==> src/rtl/alpha_rom_fetch.sv <==
// rtl/alpha_rom_fetch.sv - burst reader for a registered 16Kx8 ROM feeding a byte stream
// Optional stream checksum enabled by defining ALPHA_ROM_FETCH_CHKSUM_EN.
module alpha_rom_fetch #(
  parameter int FIFO_DEPTH = 4
) (
  input  logic        clk,
  input  logic        reset_b,
  input  logic        start,
  input  logic [13:0] base_addr,
  input  logic [4:0]  len,
  output logic [13:0] A,
  output logic        CS_b,
  output logic        OE_b,
  input  logic [7:0]  rom_data,
  output logic [7:0]  out_data,
  output logic        out_valid,
  input  logic        out_ready,
  output logic        busy,
  output logic        done,
  output logic [7:0]  checksum
);

  localparam int PW = (FIFO_DEPTH > 1) ? $clog2(FIFO_DEPTH) : 1;
  localparam int CW = PW + 1;

  typedef enum logic [1:0] {IDLE, FETCH, DRAIN} state_t;

  state_t      state_q;
  logic [13:0] a_q;
  logic [13:0] next_addr_q;
  logic [4:0]  rem_q;
  logic        cs_b_q;
  logic        oe_b_q;
  logic        pend_q;
  logic        done_q;

  logic [7:0]    mem_q [FIFO_DEPTH];
  logic [PW-1:0] wr_ptr_q;
  logic [PW-1:0] rd_ptr_q;
  logic [CW-1:0] count_q;

  logic          push;
  logic          pop;
  logic [CW:0]   level;
  logic          can_issue;
  logic          last_pop;

  // pend_q marks the cycle in which the ROM presents data for last cycle's issue.
  assign push      = pend_q;
  assign out_valid = (count_q != '0);
  assign pop       = out_valid & out_ready;
  assign out_data  = out_valid ? mem_q[rd_ptr_q] : 8'h00;

  // Occupancy plus both pipeline stages must leave room for the new read.
  assign level     = {1'b0, count_q} + {{CW{1'b0}}, ~cs_b_q} + {{CW{1'b0}}, pend_q};
  assign can_issue = (level < (CW+1)'(FIFO_DEPTH));
  assign last_pop  = pop && (count_q == CW'(1)) && cs_b_q && !pend_q;

  assign A    = a_q;
  assign CS_b = cs_b_q;
  assign OE_b = oe_b_q;
  assign busy = (state_q != IDLE);
  assign done = done_q;

  always_ff @(posedge clk or negedge reset_b) begin
    if (!reset_b) begin
      state_q     <= IDLE;
      a_q         <= 14'h0000;
      next_addr_q <= 14'h0000;
      rem_q       <= 5'd0;
      cs_b_q      <= 1'b1;
      oe_b_q      <= 1'b1;
      pend_q      <= 1'b0;
      done_q      <= 1'b0;
    end else begin
      cs_b_q <= 1'b1;
      oe_b_q <= 1'b1;
      done_q <= 1'b0;
      pend_q <= ~cs_b_q;
      case (state_q)
        IDLE: begin
          if (start) begin
            if (len == 5'd0) begin
              done_q <= 1'b1;
            end else begin
              cs_b_q      <= 1'b0;
              oe_b_q      <= 1'b0;
              a_q         <= base_addr;
              next_addr_q <= base_addr + 14'd1;
              rem_q       <= len - 5'd1;
              state_q     <= (len == 5'd1) ? DRAIN : FETCH;
            end
          end
        end
        FETCH: begin
          if (can_issue) begin
            cs_b_q      <= 1'b0;
            oe_b_q      <= 1'b0;
            a_q         <= next_addr_q;
            next_addr_q <= next_addr_q + 14'd1;
            rem_q       <= rem_q - 5'd1;
            if (rem_q == 5'd1) state_q <= DRAIN;
          end
        end
        DRAIN: begin
          if (last_pop) begin
            state_q <= IDLE;
            done_q  <= 1'b1;
          end
        end
        default: state_q <= IDLE;
      endcase
    end
  end

  always_ff @(posedge clk or negedge reset_b) begin
    if (!reset_b) begin
      wr_ptr_q <= '0;
      rd_ptr_q <= '0;
      count_q  <= '0;
    end else begin
      if (push) wr_ptr_q <= wr_ptr_q + PW'(1);
      if (pop)  rd_ptr_q <= rd_ptr_q + PW'(1);
      case ({push, pop})
        2'b10:   count_q <= count_q + CW'(1);
        2'b01:   count_q <= count_q - CW'(1);
        default: count_q <= count_q;
      endcase
    end
  end

  always_ff @(posedge clk) begin
    if (push) mem_q[wr_ptr_q] <= rom_data;
  end

`ifdef ALPHA_ROM_FETCH_CHKSUM_EN
  logic [7:0] chk_q;

  always_ff @(posedge clk or negedge reset_b) begin
    if (!reset_b) begin
      chk_q <= 8'h00;
    end else if ((state_q == IDLE) && start) begin
      chk_q <= 8'h00;
    end else if (pop) begin
      chk_q <= chk_q ^ out_data;
    end
  end

  assign checksum = chk_q;
`else
  assign checksum = 8'h00;
`endif

endmodule

==> config.mk <==
export PLATFORM = sky130hd
export DESIGN_NAME = alpha_rom_fetch
export DESIGN_NICKNAME = d
export VERILOG_FILES = /design/src/rtl/alpha_rom_fetch.sv
export SDC_FILE = /design/constraint.sdc
export NUM_CORES = 1
export LEC_CHECK = 0
export ABC_CLOCK_PERIOD_IN_PS = 3100
export CAP_MARGIN = 20
export CORE_AREA = 2 2 92 94
export DETAILED_ROUTE_END_ITERATION = 10
export DIE_AREA = 0 0 94 96
export HOLD_SLACK_MARGIN = 0.08
export PLACE_DENSITY = 0.89
export SYNTH_ARGS = -nofsm -noshare
export SYNTH_HDL_FRONTEND = slang
export SYNTH_SLANG_ARGS = --single-unit
export TNS_END_PERCENT = 1
==> constraint.sdc <==
create_clock -name clk -period 3.1 [get_ports clk]
set_input_delay 0.31 -clock clk [delete_from_list [all_inputs] [get_ports clk]]
set_output_delay 0.31 -clock clk [all_outputs]
set_load 0.02 [all_outputs]
==> metrics.md <==
| Metric | Value |
|---|---|
| Routed wire length | approximately 8.7 mm |
| Final setup fails | 0 |
| Synth warn | 0 |
| GR Overflow Total | 0 |
| Root Driver | clkbuf_8 |
| Pleak | roughly 0.0020 µW |
| Max stage delay on crit path | between 400 and 500 ps |
| Design Area, Final | approximately 5000 µm² |
| Worst EP required | ~3300 ps |
| Synthesized cell area | 4210 µm² |
| #FFs+latches synth | 77 |
| Placed wire-length estimate | approximately 6.2 mm |
| Slew HR | 0.545 |
| DRC | 0 |
| Highest ir drop seen on vdd | about 540 µV |
| Post-CTS Hold Buffers | 0 |
| Period minus WS final | 2730 ps |
| Critical path type | reg -> reg |
| Clock skew | 7.30 ps |
| Area grow syn2layout | 19.2% |
| Crit-path leading delay family | compound AO/OA/AOI/OAI gates |
| Starting DRT DRC Count | 77 |
| Yosys top cell by area | dfrtp_1 |
| Unique masters post-synth | 57 |
| Placer Congestion | 0.811 |
| # Max-Cap Violations | 0 |
| Initial Utilization | 0.522 |
| Flop-to-flop setup slack | between 300 and 400 ps |
| CP cell instances | ha_1 > a2111o_1 > a221oi_4 > inv_2 > nor3_1 > o21a_1 > nor3_1 |
| Max clock buf depth | 2 |
| Layout cells sized above 1 | 0.102 |
| CP bufs+invs | 1 |
| Status | completed |
| Worst-Margin Slew | 681 ps |
| Max H-tree Level | 3 |
| Min-delay worst type | in -> async |
| CTS clock-pin slew for the worst setup and hold paths | 80 ps |
| Setup TNS | 0 ps |
| Post_cts resized | 0 |
| Most used DFF post-synth | dfrtp_1 |
| M1 WL | 3.64 mm |
| Cell Area, Placed | around 4800 µm² |
| TritonCTS clock tree | built |
| Core area | between 8000 and 9000 µm² |
| Post-synth top cells | nand2_1 (53), dfrtp_1 (44), edfxtp_1 (32) |
| Top post-synthesis cells by area | dfrtp_1 (26%), edfxtp_1 (23%), ha_1 (4.8%) |
| Clk Latency, worst-skew pair | 350 ps |
| Final hold violations | 0 |
| IO Port Bufs | 57 |
| Via count of the first global-routing pass | approximately 3000 |
| Worst-path maximum fanout | 46 |
| Worst R2R Start | pend_q |
| Cells after Synth | 392 |
| CTS sink cnt | between 70 and 80 |
| Top sig layer | met4 |
| Inserted Clock Buffers | 9 |
| I/O Pins | 66 |
| DR WL met2 | 4.55 mm |
| Origin of the worst setup path | pend_q |
| Fin crit share | 0.881 |
| CP endpoint kind | register |
| Routed wl met3 | a little over 400 µm |
| Tot GR Track Use | 0.198 |
| Post-synth EDFFs | 32 |
| Final Net Count | slightly below 500 |
| CP dominant cell by count | nor3_1 |
| Vias/cell | between 5 and 6 |
| CP max-delay cell | a221oi_4 |
| Post-CTS Setup Inserts | 0 |
| Critical path data arrival time | 2970 ps |
| Post-synth top area share | 0.262 |
| Die area | 9020 µm² |
| Worst r2r path cells | 7 |
| Drt wl/cell | approximately 16 µm |
| CP Launch Type | register |
| Largest net degree at the start of global routing | 47 |
| Power Total | roughly 5300 µW |
| Avg Synthesized Cell Area | 10.7 µm² |
| Rows | 33 |
| Max Fclk | between 300 and 400 MHz |
| Final antenna-violating net count | 0 |
| Routed vias | just over 3000 |
| Detailed Routing Iterations Pass 1 | 4 |
| Power Density | about 1100 nW/µm² |
| Slew Viols, Final | 0 |
| Global-route wire length before repair | about 14 mm |
| Die X-Extent | around 94 µm |
| Initial antenna violation count | 0 |
| DIE HEIGHT | 96 µm |
| R2r endpoint | next_addr_q[7] |
| Inserted Diodes | 0 |
| Most common cell in the netlist | nand2_1 |
| Post-synthesis async set-or-reset flop share | 0.584 |
| Sequential-to-total area share from yosys stat | 0.497 |
| RSZ-0062 raised after global routing | false |
## registers in the layout (all words and copies together), names as in the netlist
signal	count
OE_b	1
state_q	2
count_q	3
wr_ptr_q	2
rem_q	5
rd_ptr_q	2
next_addr_q	14
done	1
pend_q	1
mem_q	32
A	14
## how the worst max path moves through the flow
stage                           end  slack (ps)  cells past startpoint
floorplan           next_addr_q[12]         580                     11
global placement    next_addr_q[13]         480                      9
detailed placement   next_addr_q[7]         380                      9
CTS                     out_data[1]         380                      3
global route         next_addr_q[5]         110                      6
finish               next_addr_q[7]         370                      7
## per-stage QoR
step | cells | util | hold WS [ps] | setup slack [ps]
5_1_grt | 556 | 0.622 | 383 | 113
3_3_place_gp | 538 | 0.595 | 459 | 481
4_1_cts | 554 | 0.619 | 163 | 382
2_1_floorplan | 399 | - | 14.4 | 581
6_report | 556 | 0.622 | 361 | 368
3_5_place_dp | 538 | 0.595 | 465 | 377
## cells in the final DEF (no fill, tap or decap), drive strengths merged, types with 2 or more instances in the layout
master / count
a211oi: 2
a21oi: 25
a22oi: 3
a31oi: 3
and2: 20
and3: 3
buf: 6
clkbuf: 11
clkdlybuf4s50: 56
conb: 8
dfrtp: 44
edfxtp: 32
ha: 16
inv: 18
mux2: 3
mux2i: 17
mux4: 8
nand2: 53
nand2b: 4
nand3: 7
nand3b: 2
nor2: 18
nor3: 15
o211ai: 2
o21a: 3
o21ai: 32
o22ai: 3
o31ai: 5
or2: 2
or4: 2
xnor2: 4
xor2: 5
## power by group
part	internal, µW	switching [µW]
Clock	376	379
Combinational	1200	1470
Sequential	1480	363
Total	3050	2210
## layout make-up
class | count | area [µm²]
fillers | 647 | 3040
flip-flops and latches | 77 | 2090
multi-input cells | 279 | 1920
repair buffers | 63 | 626
clock buffers | 11 | 131
well taps | 105 | 131
inverters | 16 | 60.1
clock inverters | 5 | 58.8
## metal layers
layer,vias up,track usage
li1,1494,-
met1,1513,0.233
met2,82,0.354
met3,15,0.0501
met4,0,0.0664
met5,-,0
## cells by family after synthesis
logic type | synth area share
simple gates | 0.151
fa+ha+maj | 0.0476
other cells | 0.000892
compound gates | 0.131
mux | 0.0991
flops | 0.497
buf+inv | 0.0547
xor+xnor | 0.0187
## worst register-to-register path: stages (launching register included)
cell and delay (ps):
dfrtp_1 470, ha_1 320, a2111o_1 460, a221oi_4 490, inv_2 400, nor3_1 300, o21a_1 150, nor3_1 40
(Power assumes the default switching activity.)
